### config.mk
export PLATFORM = sky130hd
export DESIGN_NAME = mem_port_arbiter
export DESIGN_NICKNAME = d
export VERILOG_FILES = /design/src/rtl/mem_port_arbiter.sv
export SDC_FILE = /design/constraint.sdc
export NUM_CORES = 1
export LEC_CHECK = 0
export BUFFER_PORTS_ARGS = -buffer_cell sky130_fd_sc_hd__buf_2
export CAP_MARGIN = 20
export CELL_PAD_IN_SITES_DETAIL_PLACEMENT = 1
export CELL_PAD_IN_SITES_GLOBAL_PLACEMENT = 1
export CORE_MARGIN = 2
export CORE_UTILIZATION = 21
export DETAILED_ROUTE_END_ITERATION = 6
export PLACE_DENSITY_LB_ADDON = 0.1
export SKIP_LAST_GASP = 1
export SLEW_MARGIN = 20
export SYNTH_ARGS = -nofsm -noshare
export SYNTH_HDL_FRONTEND = slang
export SYNTH_SLANG_ARGS = --single-unit
export TNS_END_PERCENT = 50
### constraint.sdc
create_clock -name clk -period 2.75 [get_ports clk]
set_input_delay 0.4125 -clock clk [delete_from_list [all_inputs] [get_ports clk]]
set_output_delay 0.4125 -clock clk [all_outputs]
set_load 0.005 [all_outputs]
### src/rtl/mem_port_arbiter.sv
`default_nettype none
// ============================================================================
//  Module      : mem_port_arbiter
//  Description : Two-requester burst arbiter for the single read/write port
//                of the shared accelerator word memory.
//                Port 0 is the SPI-side host loader. Port 1 is the systolic
//                array writeback/fetch path.
//                Whole bursts are granted with round-robin fairness. A
//                starvation cap forces release after MAX_BURST beats. Read
//                data from the memory (one-cycle latency) is steered back to
//                the port that issued the read.
//
//  Ports
//    clk, reset              : clock, asynchronous active-high reset
//    reqN / weN / addrN      : per-port beat request, write flag, address
//    wdataN / lastN          : per-port write data, final-beat marker
//    gntN                    : beat accepted this cycle (combinational)
//    rvalidN / rdataN        : per-port read return (rdata mirrors r_data)
//    w_addr / w_data / w_en  : memory write port
//    r_addr / r_data         : memory read port (data returns next cycle)
//
//  Revision    : 1.0 - initial release
// ============================================================================
module mem_port_arbiter #(
    parameter int ADDR_SIZE = 11,
    parameter int WORD_SIZE = 16,
    parameter int MAX_BURST = 16
) (
    input  logic                 clk,
    input  logic                 reset,

    input  logic                 req0,
    input  logic                 we0,
    input  logic [ADDR_SIZE-1:0] addr0,
    input  logic [WORD_SIZE-1:0] wdata0,
    input  logic                 last0,
    output logic                 gnt0,
    output logic                 rvalid0,
    output logic [WORD_SIZE-1:0] rdata0,

    input  logic                 req1,
    input  logic                 we1,
    input  logic [ADDR_SIZE-1:0] addr1,
    input  logic [WORD_SIZE-1:0] wdata1,
    input  logic                 last1,
    output logic                 gnt1,
    output logic                 rvalid1,
    output logic [WORD_SIZE-1:0] rdata1,

    output logic [ADDR_SIZE-1:0] w_addr,
    output logic [WORD_SIZE-1:0] w_data,
    output logic                 w_en,
    output logic [ADDR_SIZE-1:0] r_addr,
    input  logic [WORD_SIZE-1:0] r_data
);

    // Beat counter is wide enough to hold MAX_BURST itself, so the
    // "next count reaches the cap" compare needs no special casing.
    localparam int                 CNT_W       = $clog2(MAX_BURST) + 1;
    localparam logic [CNT_W-1:0]   c_MAX_BURST = CNT_W'(MAX_BURST);
    localparam logic [CNT_W-1:0]   c_CNT_ONE   = CNT_W'(1);
    localparam logic               c_SINGLE    = (MAX_BURST == 1);

    localparam logic [1:0] c_IDLE = 2'd0;
    localparam logic [1:0] c_OWN0 = 2'd1;
    localparam logic [1:0] c_OWN1 = 2'd2;

    logic [1:0]           r_state;
    logic                 r_rr_ptr;
    logic [CNT_W-1:0]     r_beat_cnt;
    logic                 r_rd_pend;
    logic                 r_rd_tag;

    logic                 w_gnt0;
    logic                 w_gnt1;
    logic                 w_accept;
    logic                 w_sel;
    logic                 w_sel_we;
    logic                 w_sel_last;
    logic [ADDR_SIZE-1:0] w_sel_addr;
    logic [WORD_SIZE-1:0] w_sel_wdata;
    logic                 w_owner;
    logic                 w_owner_req;
    logic [CNT_W-1:0]     w_cnt_inc;
    logic                 w_own_release;

    // ------------------------------------------------------------------
    // Grant decode. Reset gates the grants directly so that an
    // asynchronous reset mid-burst kills the accept (and hence the
    // memory strobes) in the same cycle, not at the next edge.
    // ------------------------------------------------------------------
    always_comb begin
        w_gnt0 = 1'b0;
        w_gnt1 = 1'b0;
        if (!reset) begin
            case (r_state)
                c_OWN0: w_gnt0 = req0;
                c_OWN1: w_gnt1 = req1;
                default: begin
                    // Uncontested request wins; on contention rr_ptr decides.
                    w_gnt0 = req0 && (!req1 || !r_rr_ptr);
                    w_gnt1 = req1 && (!req0 ||  r_rr_ptr);
                end
            endcase
        end
    end

    assign gnt0     = w_gnt0;
    assign gnt1     = w_gnt1;
    assign w_accept = w_gnt0 || w_gnt1;
    assign w_sel    = w_gnt1;

    assign w_sel_we    = w_sel ? we1    : we0;
    assign w_sel_last  = w_sel ? last1  : last0;
    assign w_sel_addr  = w_sel ? addr1  : addr0;
    assign w_sel_wdata = w_sel ? wdata1 : wdata0;

    // Owner of the current burst and whether it is still requesting.
    assign w_owner     = (r_state == c_OWN1);
    assign w_owner_req = w_owner ? req1 : req0;
    assign w_cnt_inc   = r_beat_cnt + c_CNT_ONE;

    // Leave an OWN state on a bubble, an explicit last beat, or when the
    // beat just accepted hits the starvation cap.
    assign w_own_release = !w_owner_req || w_sel_last || (w_cnt_inc == c_MAX_BURST);

    // ------------------------------------------------------------------
    // Memory port mux: everything is zero when no beat is accepted so
    // the memory sees clean, quiet inputs between beats.
    // ------------------------------------------------------------------
    always_comb begin
        w_en   = 1'b0;
        w_addr = '0;
        w_data = '0;
        r_addr = '0;
        if (w_accept) begin
            if (w_sel_we) begin
                w_en   = 1'b1;
                w_addr = w_sel_addr;
                w_data = w_sel_wdata;
            end else begin
                r_addr = w_sel_addr;
            end
        end
    end

    // ------------------------------------------------------------------
    // Ownership FSM
    // ------------------------------------------------------------------
    always_ff @(posedge clk or posedge reset) begin
        if (reset) begin
            r_state    <= c_IDLE;
            r_rr_ptr   <= 1'b0;
            r_beat_cnt <= '0;
        end else begin
            case (r_state)
                c_OWN0, c_OWN1: begin
                    if (w_own_release) begin
                        r_state    <= c_IDLE;
                        r_rr_ptr   <= ~w_owner;
                        r_beat_cnt <= '0;
                    end else begin
                        r_beat_cnt <= w_cnt_inc;
                    end
                end
                default: begin
                    // Also recovers the unused encoding back to IDLE.
                    r_state <= c_IDLE;
                    if (w_accept) begin
                        if (w_sel_last || c_SINGLE) begin
                            r_rr_ptr   <= ~w_sel;
                            r_beat_cnt <= '0;
                        end else begin
                            r_state    <= w_sel ? c_OWN1 : c_OWN0;
                            r_beat_cnt <= c_CNT_ONE;
                        end
                    end
                end
            endcase
        end
    end

    // ------------------------------------------------------------------
    // Read return. The tag captured at accept time, not the current
    // owner, routes the data, so a read on the final beat before a grant
    // switch still returns to its issuer.
    // ------------------------------------------------------------------
    always_ff @(posedge clk or posedge reset) begin
        if (reset) begin
            r_rd_pend <= 1'b0;
            r_rd_tag  <= 1'b0;
        end else begin
            r_rd_pend <= w_accept && !w_sel_we;
            if (w_accept && !w_sel_we) begin
                r_rd_tag <= w_sel;
            end
        end
    end

    assign rvalid0 = r_rd_pend && !r_rd_tag;
    assign rvalid1 = r_rd_pend &&  r_rd_tag;
    assign rdata0  = r_data;
    assign rdata1  = r_data;

endmodule
`default_nettype wire

Word-level counts from Yosys, hierarchy flattened
Index checks and enable logic that the tools add are counted.
{ "word_totals": {"regBits": 10, "inputBits": 78, "out_inout_bits": 75, "elab_cells": 62} }
{ "op_classes": {"add_sub_neg": 1, "n_eq_ne": 4, "n_mux": 30, "n_bitwise": 2, "reduce_logical": 20} }
{ "op_table": {"columns": ["op", "count"], "rows": [
  ["2-to-1 mux 11 bit", 5],
  ["2-to-1 mux 16 bit", 3],
  ["2-to-1 mux 5 bit", 3],
  ["2-to-1 mux 1 bit", 12],
  ["2-to-1 mux 2 bit", 5],
  ["zero test 1 bit", 6],
  ["adder 5 x 1 -> 5 bit (second input constant)", 1],
  ["== test 5 bit (second input constant)", 1],
  ["logical AND 1 bit", 5],
  ["logical OR 1 bit", 5],
  ["one-hot mux 1 bit (2 select lines)", 2],
  ["nonzero test 2 bit", 2],
  ["AND reduction 3 bit", 1],
  ["== test 2 x 1 -> 1 bit (second input constant)", 1],
  ["== test 2 bit (second input constant)", 1],
  ["!= test 2 bit (second input constant)", 1],
  ["inverter 1 bit", 2],
  ["OR reduction 2 bit", 1]
]} }

Depth between registers and ports, before layout
Gate-level depths: netlist of run 1.
{ "logic_depth": {"ltp_word": 10, "depth_mapped": 10, "mapped_depth_nobuf": 7} }

Least setup slack after synthesis of run 1
No wires, ideal clock.
{ "synth_path": {"path_kind": "register to output", "from": "reg r_state[0]", "to": "out r_addr[7]", "arrival_ps": 2078, "path_slack_ps": 260, "stages_incl_launch_ff": 11, "n_path_buf": 3, "path_cell_list": "dfrtp_1 > inv_1 > ha_1 > buf_6 > and3b_4 > or3_4 > inv_2 > buf_6 > buf_6 > mux2i_1 > nor2_1"} }
{ "synth_via": {"elab_chain_cells": 6, "word_cells_on_any_way": 11, "classes_between": "eq/ne: 2; mux: 8; reduce/logical: 1"} }
{ "synth_lines": {"columns": ["item", "line_no", "text"], "rows": [
  ["start, declared", "68", "logic [1:0] r_state;"],
  ["start signal, assigned", "152", "r_state <= c_IDLE;"],
  ["start signal, assigned", "159", "r_state <= c_IDLE;"],
  ["start signal, assigned", "168", "r_state <= c_IDLE;"],
  ["== test 2 bit or == test 2 x 1 -> 1 bit (tied branches)", "96", "case (r_state)"],
  ["one-hot mux 1 bit (2 select lines)", "96", null],
  ["2-to-1 mux 1 bit", "95", "if (!reset) begin"],
  ["2-to-1 mux 11 bit or 2-to-1 mux 1 bit (tied branches)", "115, 113", null],
  ["2-to-1 mux 11 bit", "137", "if (w_sel_we) begin"],
  ["2-to-1 mux 11 bit (*)", "136", "if (w_accept) begin"],
  ["end, declared", "53", "output logic [ADDR_SIZE-1:0] r_addr,"]
]} }
Mark *: on every way between the ends. The rest lies on a longest branch, timed or not.

Worst setup path after layout of run 1
{ "layout_path": {"from": "reg r_state[1]", "to": "out w_addr[7]"} }
{ "layout_via": {"elab_chain_cells": 6, "word_cells_on_any_way": 11, "classes_between": "eq/ne: 2; mux: 8; reduce/logical: 1"} }
{ "layout_lines": {"columns": ["item", "line_no", "text"], "rows": [
  ["== test 2 bit or == test 2 x 1 -> 1 bit (tied branches)", "96", null],
  ["one-hot mux 1 bit (2 select lines)", "96", null],
  ["2-to-1 mux 1 bit", "95", null],
  ["2-to-1 mux 11 bit or 2-to-1 mux 1 bit (tied branches)", "115, 113", null],
  ["2-to-1 mux 11 bit", "137", null],
  ["2-to-1 mux 11 bit (*)", "136", null],
  ["end, declared", "50", "output logic [ADDR_SIZE-1:0] w_addr,"]
]} }
Marks and branches as above.

==> summary.txt, run 1 <==
Initial Utilization: 21.8%
Hold Fails Final Rpt: 0
die height: 85.7 um
layout cell share with drive strength beyond 1: 57.9%
Die Wd: 85.7 um
Total GRT Usage: 13.8%
worst skew pair latency: 0.24 ns
Crit. path cell count: 9
pwr dens: 395 nW/um2
Pre-antenna DRT Iters: 6
diode count: 0
status: finished with violations
Mapped Nets: 275
Clock Tree Buf Depth: 2
initial detailed-routing violation count: 62
sequential-to-total area share from yosys stat: 17.8%
count of cell types in the netlist: 41
Final Max Tran Viols: 0
area share of the largest cell type after synthesis: 17.8%
Slowest-stage cell, CP: or3_4
Synth Warn #: 0
register bit total from synthesis: 10
Gate Count Post-Synth: 193
area grow syn2layout: 56.5%
Peak VDD IR: 0.159 mV
CP peak stage delay: 0.42 ns
Combinational Power Share: 55.1%
Crit Path Class: reg -> out
Crit path buffers/inverters: 3
sw frac: 36.6%
area post-placement: 1810 um2
commonest cells in the netlist: 37 x nand2_1, 33 x buf_4, 26 x nor2_1
Fmax: 0.366 GHz
critical path startpoint: r_state[1]$_DFFE_PP0P_
worst hold-check path type: in -> async
HPWL Detailed: 4.36 mm
Post-synth top flop: dfrtp_1
Cell Count, Final, Fillers Out: 357
failing checks: DRC
clock share of power: 22.3%
CP cell instances: ha_4 -> buf_6 -> nor2_2 -> or3_4 -> and3_4 -> a21oi_4 -> clkbuf_16 -> nor2_1 -> buf_2
Final nets: 363
DRC Markers: 12
Seq pwr share: 22.6%
via-per-instance ratio: 4.63
hold buffer count at CTS: 0
Syn Area/Cell: 7.27 um2
worst slack, placed: 0.122 ns
Pwr Total: 0.000867 W
period utilization: 99.5%
CP top delay family: simple AND/OR/NAND/NOR gates
PortBufs: 104
Worst R2R Start: r_state[0]$_DFFE_PP0P_
Max-Cap Viols: 0
Worst setup EP type: output port
vias in the first global route: 1,640
die area: 7350 um2
post-route cell area: 2190 um2
FFs w/ async S/R, synth: 100%
worst setup margin: 0.0149 ns
Post-Route WL: 5.72 mm
r2r setup slk: 0.51 ns
Reg clk slew, reported paths: 0.06 ns
root buf cell: clkbuf_8
core area: 6420 um2
global-route wire length before repair: 8.20 mm
R2R cell count: 8
Placed Cells: 344
grt total ovfl: 0
Startpoint Class: register
post-DR wirelength/cell: 16.0 um
Placer Congestion: 0.777
Cell Area, Synth: 1400 um2
# rows: 29
CP required: 2.34 ns
Yosys top cell by area: dfrtp_1
P_sw: 0.000318 W
critical path capture point: w_addr[7]
# H-tree levels: 1
critical-path maximum fanout: 8
antenna-violating nets left: 0
utilization after layout: 34.2%
Setup Skew: 0.00332 ns
Post-synth EDFFs: 0
cts bufs inserted: 3
leakage: 1.13 nW
CTS tree: yes
I/O pin total: 153
Final Critical Period: 2.74 ns
most frequent cell after synthesis: nand2_1
Tightest Pin Transition: 0.465 ns
Reg-to-Reg End: r_rr_ptr$_DFFE_PP0P_
DR vias: 1,652
Crit path arrival time: 2.32 ns
initial antenna violation count: 0
internal power: 0.000550 W
synth top area cells: dfrtp_1 18%, buf_4 18%, nand2_1 9.9%
clk sinks: 10
setup violators final: 0
relative slew slack: 68.7%
RSZ-0062 raised after global routing: yes
largest net degree at the start of global routing: 17
## logic make-up (layout without fill, tap and decap cells)
kind of cell | count (synthesis) | in the layout | synth area share (%)
adders and majority gates | 4 | 4 | 3.57
DFF | 10 | 10 | 17.8
AOI/OAI and AO/OA | 36 | 36 | 17.4
and+or+nand+nor | 81 | 81 | 26.7
muxes | 13 | 13 | 9.37
xor gates and xnor gates | 1 | 1 | 0.625
buffers and inverters | 48 | 135 | 24.5
## through the flow
stage | setup TNS, ns | hold WS (ns)
after floorplan | 0 | 0.261
after global placement | 0 | 0.478
after detailed placement | 0 | 0.473
after CTS | 0 | 0.215
after global routing | -0.768 | 0.232
final | 0 | 0.208
## worst min-delay path, cell delays in order
cell and delay [ns]:
buf_2 0.12, inv_1 0.07, buf_4 0.19
## layer usage
layer  global-route usage [%]  wire length (um)  vias to the layer above
met1                     16.0              2220                      787
met3                     2.41               354                       10
met4                     4.62                67                        0
met5                        0                 0                        -
li1                         -                 -                      793
met2                     25.4              3070                       62
## registers in the layout, summed over array words and instances, names as in the netlist
signal,cells
r_beat_cnt,5
r_rd_pend,1
r_rd_tag,1
r_rr_ptr,1
r_state,2
## cell type report
cell class,instances,area (um2)
Clock buffer,4,55.1
Fill cell,818,4230
Inverter,7,31.3
Multi-Input combinational cell,135,977
Sequential cell,10,250
Tap cell,77,96.3
Timing Repair Buffer,124,785
## power groups by stage
stage                     Clock [W]  Combinational [W]  Sequential, W
after floorplan                   0           0.000248       0.000190
after global placement            0           0.000361       0.000199
after detailed placement          0           0.000360       0.000198
after CTS                  0.000197           0.000382       0.000195
after global routing       0.000208           0.000524       0.000199
final                      0.000194           0.000478       0.000196
## what timing repair did
action	CTS	global route
buffers inserted	3	2
cloned	1	3
pin swaps	4	3
setup endpoints to repair	34	38
gates resized for setup	8	41
## cells in the final DEF, fill, tap and decap left out, types with 2 or more instances in the layout
| master | n |
|---|---|
| inv_1 | 5 |
| buf_12 | 3 |
| dfrtp_1 | 10 |
| buf_2 | 104 |
| nor2_2 | 2 |
| mux2i_4 | 8 |
| ha_1 | 3 |
| o2bb2ai_1 | 2 |
| nand3_2 | 2 |
| buf_4 | 6 |
| buf_6 | 7 |
| clkbuf_16 | 2 |
| mux2i_2 | 2 |
| o21ai_0 | 2 |
| nor3_1 | 2 |
| buf_8 | 2 |
| nand3_1 | 3 |
| a31oi_1 | 2 |
| clkbuf_8 | 4 |
| nor2_1 | 24 |
| mux2i_1 | 2 |
| a21oi_2 | 8 |
| o21a_1 | 2 |
| a21oi_1 | 11 |
| nand2_1 | 37 |
## worst min path at each step
stage / cells after the start / startpoint / end / slack (ns)
after CTS: 3 / reset / r_state[0]$_DFFE_PP0P_ / 0.22
after global routing: 3 / reset / r_beat_cnt[0]$_DFFE_PP0P_ / 0.23
after detailed placement: 3 / reset / r_state[0]$_DFFE_PP0P_ / 0.47
after global placement: 3 / reset / r_beat_cnt[0]$_DFFE_PP0P_ / 0.48
final: 3 / reset / r_state[0]$_DFFE_PP0P_ / 0.21
after floorplan: 1 / reset / r_beat_cnt[0]$_DFFE_PP0P_ / 0.26
Note: power is estimated with default switching activity, not from simulation.
==> inputs of run 2 (changes only) <==
CORE_ASPECT_RATIO = 1.75   (was default)
==> run 2 against run 1 <==
Effect of this change:
- the flow now finishes without violations
- register-to-register slack improved by 0.11 ns
- maximum frequency grew 0.78%
- global-route usage is 0.79 points higher
==> summary.txt, run 2 (same netlist as run 1, synthesis figures left out) <==
Die Wd: 65.8 um
area grow syn2layout: 45.5%
fill count: 847
global-route wire length before repair: 8.49 mm
Clock Tree Buf Depth: 2
Seq pwr share: 22.0%
P_sw: 0.000294 W
die height: 112 um
CTS tree: yes
Final Max Tran Viols: 0
Register Area: 250 um2
r2r setup slk: 0.62 ns
Setup Skew: 0.00670 ns
worst skew pair latency: 0.24 ns
clk sinks: 10
# H-tree levels: 1
Pre-antenna DRT Iters: 3
utilization after layout: 31.4%
antenna-violating nets left: 0
largest net degree at the start of global routing: 20
Cell Count, Final, Fillers Out: 357
Final nets: 358
leakage: 1.11 nW
Peak VDD IR: 0.176 mV
PortBufs: 104
multi-input logic area: 863 um2
status: completed
commonest non-fill, non-tap cell in the layout: buf_2
initial antenna violation count: 0
Combinational Power Share: 44.9%
Worst setup EP type: output port
period utilization: 98.7%
diode count: 0
GR Util met1: 14.6%
DR vias: 1,594
worst setup margin: 0.0361 ns
# rows: 39
Fmax: 0.368 GHz
post-DR wirelength/cell: 14.3 um
critical path startpoint: r_state[1]$_DFFE_PP0P_
top flop regs: r_beat_cnt (5), r_state (2)
HPWL Detailed: 4.11 mm
relative slew slack: 61.6%
layout cell share with drive strength beyond 1: 51.3%
Reg-to-Reg End: r_rr_ptr$_DFFE_PP0P_
RSZ-0062 raised after global routing: yes
Reg clk slew, reported paths: 0.04 ns
Crit path arrival time: 2.30 ns
critical-path maximum fanout: 8
GRT busiest layer: met2
internal power: 0.000601 W
Pwr Total: 0.000895 W
setup violators final: 0
vias in the first global route: 1,761
register bank with the most flops: r_beat_cnt
Final Critical Period: 2.71 ns
worst hold-check path type: in -> async
CP required: 2.34 ns
Startpoint Class: register
met3 Usage GRT: 5.31%
max FFs per register: 5
Hold Fails Final Rpt: 0
sw frac: 32.9%
cts bufs inserted: 3
Total GRT Usage: 14.6%
grt total ovfl: 0
pwr dens: 439 nW/um2
die area: 7370 um2
R2R cell count: 7
Placed Cells: 346
worst slack, placed: 0.139 ns
initial detailed-routing violation count: 32
clock share of power: 33.1%
via-per-instance ratio: 4.46
core area: 6490 um2
Worst R2R Start: r_state[0]$_DFFE_PP0P_
most frequent cells in the layout: 104 x buf_2, 37 x nand2_1, 25 x nor2_1
met2 Use GR: 28.1%
Crit Path Class: reg -> out
critical path capture point: w_addr[3]
Initial Utilization: 21.6%
Placer Congestion: 0.727
DRC Markers: 0
I/O pin total: 153
root buf cell: clkbuf_16
Tightest Pin Transition: 0.570 ns
Post-Route WL: 5.10 mm
Max-Cap Viols: 0
==> run 2: worst min path at each step <==
stage | start | end
2_1_floorplan | reset | r_beat_cnt[0]$_DFFE_PP0P_
3_3_place_gp | reset | r_state[0]$_DFFE_PP0P_
3_5_place_dp | reset | r_state[0]$_DFFE_PP0P_
4_1_cts | reset | r_state[0]$_DFFE_PP0P_
5_1_grt | reset | r_state[0]$_DFFE_PP0P_
6_report | reset | r_state[0]$_DFFE_PP0P_
==> run 2: layout make-up <==
cell class                 instances  share of cell area, %
tap                               82                   5.03
multi-input combinational        135                   42.3
sequential                        10                   12.3
inverter                           7                   1.41
clock buffer                       4                   4.35
timing repair buffer             119                   34.6
==> run 2: critical path, stage by stage (launching register included) <==
cell       delay, ns
dfrtp_1         0.42
ha_4            0.29
buf_6           0.12
nor2_4          0.04
or3_4           0.40
and3_4          0.18
a21oi_4         0.15
bufbuf_16       0.29
nor2_1          0.04
buf_2           0.13
==> run 2: layer usage <==
metal	vias up	share of wire (%)	wire (um)
li1	777	-	-
met1	721	34	1740
met2	93	56	2870
met3	3	9.0	459
met4	0	0.63	32
met5	-	0	0
==> run 2: stage by stage <==
step	hold slack (ns)	setup TNS [ns]	cell area [um2]
floorplan	0.261	0	1400
global placement	0.458	0	1810
detailed placement	0.464	0	1810
CTS	0.213	-0.304	2000
global route	0.235	-0.342	2040
finish	0.200	0	2040
==> run 2: repair_timing <==
item | CTS | global route
gates resized for setup | 6 | 10
hold buffers | 0 | 0
endpoints found under the setup margin | 39 | 39
hold endpoints to repair | 0 | 0
pin swaps | 1 | 2
setup buffers | 4 | 2
gates cloned | 2 | 0
==> run 2: power by group through the flow <==
stage | logic (W) | clock network [W] | registers [W]
2_1_floorplan | 0.000248 | 0 | 0.000190
3_3_place_gp | 0.000360 | 0 | 0.000201
3_5_place_dp | 0.000357 | 0 | 0.000201
4_1_cts | 0.000401 | 0.000299 | 0.000198
5_1_grt | 0.000452 | 0.000307 | 0.000203
6_report | 0.000402 | 0.000296 | 0.000197
